==> config.mk <==
export PLATFORM = sky130hd
export DESIGN_NAME = multicycle_controller
export DESIGN_NICKNAME = d
export VERILOG_FILES = /design/src/rtl/mc_pkg.sv /design/src/rtl/multicycle_controller_watchdog.sv /design/src/rtl/multicycle_controller.sv
export SDC_FILE = /design/constraint.sdc
export NUM_CORES = 1
export LEC_CHECK = 0
export ABC_AREA = 1
export CAP_MARGIN = 20
export CORE_UTILIZATION = 63
export CTS_CLUSTER_DIAMETER = 200
export DETAILED_ROUTE_END_ITERATION = 6
export DONT_BUFFER_PORTS = 1
export GPL_TIMING_DRIVEN = 0
export HOLD_SLACK_MARGIN = 0.12
export PLACE_DENSITY = 0.79
export SYNTH_ARGS = -nofsm -noshare
export SYNTH_HDL_FRONTEND = slang
export SYNTH_SLANG_ARGS = --single-unit
==> constraint.sdc <==
create_clock -name clk -period 2 [get_ports clk]
set_clock_uncertainty 0.1 [all_clocks]
set_input_delay 0.4 -clock clk [delete_from_list [all_inputs] [get_ports clk]]
set_output_delay 0.4 -clock clk [all_outputs]
set_load 0.02 [all_outputs]
==> src/rtl/mc_pkg.sv <==
// Shared types and constants for the multi-cycle RV32 control sequencer.
// Watchdog support is compiled in only when MC_MEM_TIMEOUT_EN is defined.
package mc_pkg;

  typedef enum logic [2:0] {
    S_IDLE   = 3'd0,
    S_FETCH  = 3'd1,
    S_DECODE = 3'd2,
    S_EXEC   = 3'd3,
    S_MEM    = 3'd4,
    S_WB     = 3'd5,
    S_TRAP   = 3'd6
  } state_t;

  typedef enum logic [1:0] {
    CLS_R  = 2'd0,
    CLS_I  = 2'd1,
    CLS_LD = 2'd2,
    CLS_ST = 2'd3
  } iclass_t;

  localparam logic [6:0] OPC_R  = 7'b0110011;
  localparam logic [6:0] OPC_I  = 7'b0010011;
  localparam logic [6:0] OPC_LD = 7'b0000011;
  localparam logic [6:0] OPC_ST = 7'b0100011;

  localparam logic [1:0] ALUOP_I   = 2'b00;
  localparam logic [1:0] ALUOP_MEM = 2'b01;
  localparam logic [1:0] ALUOP_R   = 2'b10;

  function automatic logic [1:0] alu_op_for(iclass_t c);
    case (c)
      CLS_R:   return ALUOP_R;
      CLS_I:   return ALUOP_I;
      default: return ALUOP_MEM;
    endcase
  endfunction

endpackage

==> src/rtl/multicycle_controller_watchdog.sv <==
// Memory-wait watchdog: counts stalled FETCH/MEM cycles and flags expiry.
// Instantiated by the top only when MC_MEM_TIMEOUT_EN is defined.
module mc_mem_watchdog #(
  parameter int TIMEOUT_CYC = 16
) (
  input  logic clk,
  input  logic rst,
  input  logic active,
  input  logic ready,
  input  logic clear,
  output logic expire
);

  localparam int CW = (TIMEOUT_CYC > 1) ? $clog2(TIMEOUT_CYC) : 1;
  localparam logic [CW-1:0] LAST = CW'(TIMEOUT_CYC - 1);

  logic [CW-1:0] cnt_reg;

  // clear fires on every state change, so the count restarts on entry to a wait state
  always_ff @(posedge clk or posedge rst) begin
    if (rst)
      cnt_reg <= '0;
    else if (clear)
      cnt_reg <= '0;
    else if (active && !ready)
      cnt_reg <= cnt_reg + CW'(1);
  end

  assign expire = active && !ready && (cnt_reg == LAST);

endmodule

==> src/rtl/multicycle_controller.sv <==
// Multi-cycle FETCH/DECODE/EXEC/MEM/WB sequencer for the RV32 core.
// Define MC_MEM_TIMEOUT_EN to enable the memory-wait watchdog trap.
module multicycle_controller
  import mc_pkg::*;
#(
  parameter int CNT_W       = 32,
  parameter int TIMEOUT_CYC = 16
) (
  input  logic             clk,
  input  logic             rst,
  input  logic [6:0]       opcode,
  input  logic             mem_ready,
  output logic             mem_req,
  output logic             mem_we,
  output logic             addr_sel,
  output logic             ir_write,
  output logic             pc_write,
  output logic             alu_src,
  output logic [1:0]       alu_op,
  output logic             reg_write,
  output logic             mem_to_reg,
  output logic [2:0]       state,
  output logic             illegal,
  output logic             mem_timeout,
  output logic [CNT_W-1:0] instret
);

  state_t            state_reg, state_next;
  iclass_t           class_reg, class_next;
  logic [CNT_W-1:0]  instret_reg;
  logic              illegal_reg, timeout_reg;
  logic              retire, set_illegal, set_timeout;
  logic              waiting, expire;

  assign waiting = (state_reg == S_FETCH) || (state_reg == S_MEM);

`ifdef MC_MEM_TIMEOUT_EN
  mc_mem_watchdog #(
    .TIMEOUT_CYC(TIMEOUT_CYC)
  ) u_watchdog (
    .clk    (clk),
    .rst    (rst),
    .active (waiting),
    .ready  (mem_ready),
    .clear  (state_next != state_reg),
    .expire (expire)
  );
`else
  localparam int unused_timeout_cyc = TIMEOUT_CYC;
  assign expire = 1'b0;
`endif

  always_comb begin
    state_next  = state_reg;
    class_next  = class_reg;
    retire      = 1'b0;
    set_illegal = 1'b0;
    set_timeout = 1'b0;
    case (state_reg)
      S_IDLE: state_next = S_FETCH;
      S_FETCH: begin
        if (mem_ready) begin
          state_next = S_DECODE;
        end else if (expire) begin
          state_next  = S_TRAP;
          set_timeout = 1'b1;
        end
      end
      S_DECODE: begin
        state_next = S_EXEC;
        case (opcode)
          OPC_R:  class_next = CLS_R;
          OPC_I:  class_next = CLS_I;
          OPC_LD: class_next = CLS_LD;
          OPC_ST: class_next = CLS_ST;
          default: begin
            state_next  = S_TRAP;
            set_illegal = 1'b1;
          end
        endcase
      end
      S_EXEC: state_next = (class_reg == CLS_LD || class_reg == CLS_ST) ? S_MEM : S_WB;
      S_MEM: begin
        if (mem_ready) begin
          if (class_reg == CLS_ST) begin
            state_next = S_FETCH;
            retire     = 1'b1;
          end else begin
            state_next = S_WB;
          end
        end else if (expire) begin
          state_next  = S_TRAP;
          set_timeout = 1'b1;
        end
      end
      S_WB: begin
        state_next = S_FETCH;
        retire     = 1'b1;
      end
      S_TRAP:  state_next = S_TRAP;
      default: state_next = S_IDLE;
    endcase
  end

  // Control word is Moore except the IR/PC strobes, which complete with the fetch
  always_comb begin
    mem_req    = 1'b0;
    mem_we     = 1'b0;
    addr_sel   = 1'b0;
    ir_write   = 1'b0;
    pc_write   = 1'b0;
    alu_src    = 1'b0;
    alu_op     = 2'b00;
    reg_write  = 1'b0;
    mem_to_reg = 1'b0;
    case (state_reg)
      S_FETCH: begin
        mem_req  = 1'b1;
        ir_write = mem_ready;
        pc_write = mem_ready;
      end
      S_EXEC: begin
        alu_src = (class_reg != CLS_R);
        alu_op  = alu_op_for(class_reg);
      end
      S_MEM: begin
        mem_req  = 1'b1;
        addr_sel = 1'b1;
        mem_we   = (class_reg == CLS_ST);
        alu_src  = 1'b1;
        alu_op   = alu_op_for(class_reg);
      end
      S_WB: begin
        reg_write  = 1'b1;
        mem_to_reg = (class_reg == CLS_LD);
      end
      default: ;
    endcase
  end

  always_ff @(posedge clk or posedge rst) begin
    if (rst) begin
      state_reg   <= S_IDLE;
      class_reg   <= CLS_R;
      instret_reg <= '0;
      illegal_reg <= 1'b0;
      timeout_reg <= 1'b0;
    end else begin
      state_reg   <= state_next;
      class_reg   <= class_next;
      illegal_reg <= illegal_reg | set_illegal;
      timeout_reg <= timeout_reg | set_timeout;
      if (retire)
        instret_reg <= instret_reg + CNT_W'(1);
    end
  end

  assign state       = state_reg;
  assign illegal     = illegal_reg;
  assign mem_timeout = timeout_reg;
  assign instret     = instret_reg;

endmodule

### Yosys cells after proc, flatten, opt, wreduce, memory -nomap -nowiden

Index checks and enable logic that the tools add are counted.

* output and inout port bits: 47
* RAM bits: 0
* logic and storage cells: 53
* register bits after elaboration: 38
* memories kept: 0
* ROM bits: 0
* input bits: 10
* bits in latches: 0

* order comparisons: 0
* equal/unequal tests: 15
* bitwise logic cells: 1
* mux-type cells: 21
* shift operators: 0
* $add $sub $neg: 1
* multipliers: 0
* reduce and logical (&&, ||, !) cells: 11
* divide/modulo/power cells: 0

Operator list (number)
* $add A32 B1 Y32 const B: 1
* $pmux W3 S6: 1
* $eq A7 B6 Y1 const B: 2
* $mux W3: 4
* $mux W1: 11
* $eq A3 B3 Y1 const B: 3
* $pmux W2 S4: 1
* $eq A7 B2 Y1 const B: 1
* $eq A7 B5 Y1 const B: 1
* $eq A3 B2 Y1 const B: 2
* $reduce_or A2 Y1: 3
* $eq A2 B2 Y1 const B: 2
* $ne A2 B2 Y1 const B: 2
* $pmux W1 S2: 2
* $pmux W2 S2: 1
* $reduce_and A2 Y1: 2
* $reduce_bool A4 Y1: 1
* $reduce_or A4 Y1: 1
* $eq A3 B1 Y1 const B: 1
* $logic_not A3 Y1: 1
* $eq A2 B1 Y1 const B: 1
* $logic_not A2 Y1: 1
* $mux W2: 1
* $reduce_bool A2 Y1: 1
* 2 further kinds: 2

### Logic depth before layout (Yosys ltp)

Gate-level depths: netlist (run 1).

* depth in word-level cells: 5
* gate-level depth with buffers: 8

### Worst setup path after synthesis (run 1)

Ideal clock, no wire load.

* kind: register to output
* start: register state_reg[2] (netlist: state[2])
* end: output port pc_write
* stages on the path, launching flop included: 7
* arrival time: 1336 ps
* buffers on the path: 1
* setup slack: 164 ps
* cell sequence: dfrtp_1 inv_1 nand2_1 nor2_1 inv_1 nor2_1 buf_4

* longest elaborated chain between the ends: 2

RTL lines
* start: declaration: line multicycle_controller.sv:28 `state_t state_reg, state_next;`
* start signal: assignment: line multicycle_controller.sv:149 `state_reg <= state_next;`
* $eq A3 B1 Y1
* $mux W1
* end: declaration: line multicycle_controller.sv:17 `output logic pc_write,`

Every way passes these cells.

### Worst setup path after layout (run 1)

* start: register state_reg[0] (netlist: state[0])
* end: output port alu_op[1]

* longest elaborated chain between the ends: 3
* elaborated cells on any way between the ends: 4

RTL lines
* $eq A3 B3 Y1 / $eq A3 B2 Y1 (equally long branches): line multicycle_controller.sv:116 `case (state_reg)`
* $reduce_or A2 Y1 (no source line) *
* $mux W2 *
* end: declaration: line multicycle_controller.sv:19 `output logic [1:0] alu_op,`

Mark *: on every way between the ends. The rest lies on a longest branch, timed or not.

==> results of run 1 <==
-- cell usage in the layout, fill, tap and decap left out, types with 2 or more instances in the layout --
master	count
buf_4	8
buf_6	3
clkbuf_4	5
dfrtp_1	33
dfrtp_2	5
dlygate4sd3_1	3
inv_1	30
inv_2	4
nand2_1	95
nand2_2	4
nand3_1	21
nand3b_1	5
nand4_1	15
nor2_1	38
nor2_2	6
nor2_4	3
nor3_1	4
nor3_4	2
o21ai_0	6
xnor2_1	9
xor2_1	9
-- cell families after synthesis --
logic type	count (synthesis)	synth area share, %
AO/OA/AOI/OAI	10	2.49
XOR/XNOR	18	7.12
adder cells (fa/ha/maj)	1	0.565
buffers and inverters	40	8.47
flip-flops	38	42.9
other	1	0.169
AND/OR/NAND/NOR	195	38.2
-- final timing paths --
check / depth (start not counted) / end / slack [ns] / start
min reg2reg: 1 / instret[0] / 0.50 / instret[0]
min: 3 / illegal / 0.16 / opcode[1]
min in group asynchronous: 2 / state[2] / 0.56 / rst
max reg2reg: 9 / instret[15] / 0.16 / state[0]
max: 5 / alu_op[1] / -0.03 / state[0]
max in group asynchronous: 2 / state[0] / 0.70 / rst
-- Yosys cell counts, drive strengths merged --
cell type / count
nand3: 22
xor2: 9
nor2: 47
ha: 1
inv: 34
o21ai: 8
nand2: 99
conb: 1
o22ai: 1
dfrtp: 38
xnor2: 9
nand4: 15
a21oi: 1
buf: 6
nor3: 6
nand3b: 5
nor3b: 1
-- through the flow --
step | hold WS (ns) | total power (µW) | cells | cell area (µm²) | worst slack [ns]
floorplan | 0.409 | 1560 | 303 | 2210 | 0.164
global placement | 0.413 | 1680 | 349 | 2270 | 0.0889
detailed placement | 0.375 | 1690 | 349 | 2270 | 0.0666
CTS | 0.152 | 2210 | 363 | 2430 | -0.00855
global route | 0.183 | 2410 | 364 | 2460 | -0.120
finish | 0.162 | 2290 | 364 | 2460 | -0.0329
-- power by group through the flow --
stage,registers [µW],clock network [µW],logic (µW)
global placement,1080,0,593
finish,1110,396,781
CTS,1090,406,716
detailed placement,1090,0,602
global route,1130,438,842
floorplan,1050,0,508
-- worst max-delay path: stages, from the launching register on --
cell and delay (ns):
dfrtp_2 0.52, nor2_2 0.16, nand2_2 0.11, nand2_2 0.09, inv_2 0.05, nor3_4 0.26
-- layout make-up --
cell class,instances,share of cell area (%)
timing repair buffer,9,3.05
sequential,38,38.9
multi-input combinational,225,45.9
clock buffer,6,2.08
inverter,34,5.18
buffer,6,2.59
tap,46,2.34
-- routing by layer --
metal / routed length [µm] / up-vias
li1: - / 992
met1: 2180 / 964
met2: 2570 / 90
met3: 435 / 5
met4: 36 / 0
met5: 0 / -
-- timing repair --
action,CTS,global route
hold endpoints to repair,41,0
buffers inserted,5,1
pin swaps,2,4
hold buffers,3,0
setup endpoints to repair,7,14
gates resized for setup,15,10
cloned,0,0
==> run summary, run 1 <==
die area - 3760 µm²
vias in the first global route - 1,748
core area - 3360 µm²
Ys Warns - 0
total iterations of the first detailed-routing run - 4
Hold Crit Class - input pin to register
port bufs - 0
Unique masters post-synth - 23
total negative slack - -0.0599 ns
largest net degree at the start of global routing - 39
Die H - 61.3 µm
Crit. End Element - output pin
CTS root buffer - clkbuf_4
DR iter-0 viols - 196
total vias in the final route - 2,051
synth top area cells - dfrtp_1, nand2_1, nor2_1
met1 Track Usage GR - 37.4%
leakage power - 0.00114 µW
sequential area share after synthesis - 42.9%
CTS tree - yes
# setup viols final - 3
DR vias/cell - 5.63
GRT Residual Overflow - 0
Slew headroom - 47.8%
status - finished with violations
die width - 61.3 µm
syn avg cell area - 7.31 µm²
Clock Sinks - 38
Final period util - 102%
area leader, netlist - dfrtp_1
Placer Congestion - 0.932
P&R area growth vs syn - 11.2%
gr usage total - 28.4%
Switch Pwr - 981 µW
area share of the largest cell type after synthesis - 42.9%
TritonCTS Buffers - 5
GR peak layer - met2
Mapped Area - 2210 µm²
drt wl/cell - 14.3 µm
final worst-path setup slack - -0.0329 ns
P per Cell Area - 928 nW/µm²
Final Util - 73.3%
DP Wirelength - 3570 µm
flip-flop count of the largest register, all copies and words added - 32
Filler Cell Count - 296
Max rail drop VDD - 0.00100 V
clk slew on worst S/H paths - 0.11 ns
Setup CP Type - register to output pin
Internal - 1300 µW
row cnt - 21
top achievable clock speed - 492 MHz
RSZ-0062 raised after global routing - true
synthesized flop and latch total - 38
Clk pwr share - 17.3%
DRC - 0
antenna diode count - 0
CP max FO - 8
Max-Cap Viols - 0
Seq. cell area - 957 µm²
violated checks - setup timing
Worst setup SP type - register
multi-input logic area - 1130 µm²
Sw Share - 42.9%
M2 GR Usage - 45.3%
Synth Instances - 303
drt total wl - 5220 µm
CTS max path bufs - 2
register share of total power - 48.5%
H-tree Lvls - 2
Combinational Power Share - 34.2%
count of final max-slew check failures - 0
first-pass GRT wire length - 7780 µm
Nets - 330
met3 Usage GRT - 8.82%
Worst EP required - 1.50 ns
initial antenna violation count - 0
initial core utilization - 65.8%
I/O pins - 57
worst skew pair latency - 0.33 ns
clock period minus final worst setup slack - 2.03 ns
final hold viol count - 0
critical path arrival - 1.53 ns
actual slew at the worst max-slew pin - 0.781 ns
Syn Nets - 314
post-route ant nets - 0
layout cells sized above 1 - 13.8%
No activity file was read; power rests on OpenSTA's default activity.
==> inputs of run 2 (changes only) <==
--- a/config.mk
+++ b/config.mk
@@ -16,4 +16,5 @@
 export PLACE_DENSITY = 0.79
 export SYNTH_ARGS = -nofsm -noshare
 export SYNTH_HDL_FRONTEND = slang
+export SYNTH_HIERARCHICAL = 1
 export SYNTH_SLANG_ARGS = --single-unit
==> results of run 2 <==
No change in the layout: final DEF, timing and power equal those of run 1.
Among the figures that moved: Yosys warning count 0 -> 6
==> inputs of run 3 (changes only) <==
--- a/config.mk
+++ b/config.mk
@@ -14,6 +14,7 @@
 export GPL_TIMING_DRIVEN = 0
 export HOLD_SLACK_MARGIN = 0.12
 export PLACE_DENSITY = 0.79
+export SKIP_LAST_GASP = 1
 export SYNTH_ARGS = -nofsm -noshare
 export SYNTH_HDL_FRONTEND = slang
 export SYNTH_HIERARCHICAL = 1
==> results of run 3 <==
No change in the layout: final DEF, timing and power equal those of run 1.
Among the figures that moved: Yosys warning count 0 -> 6
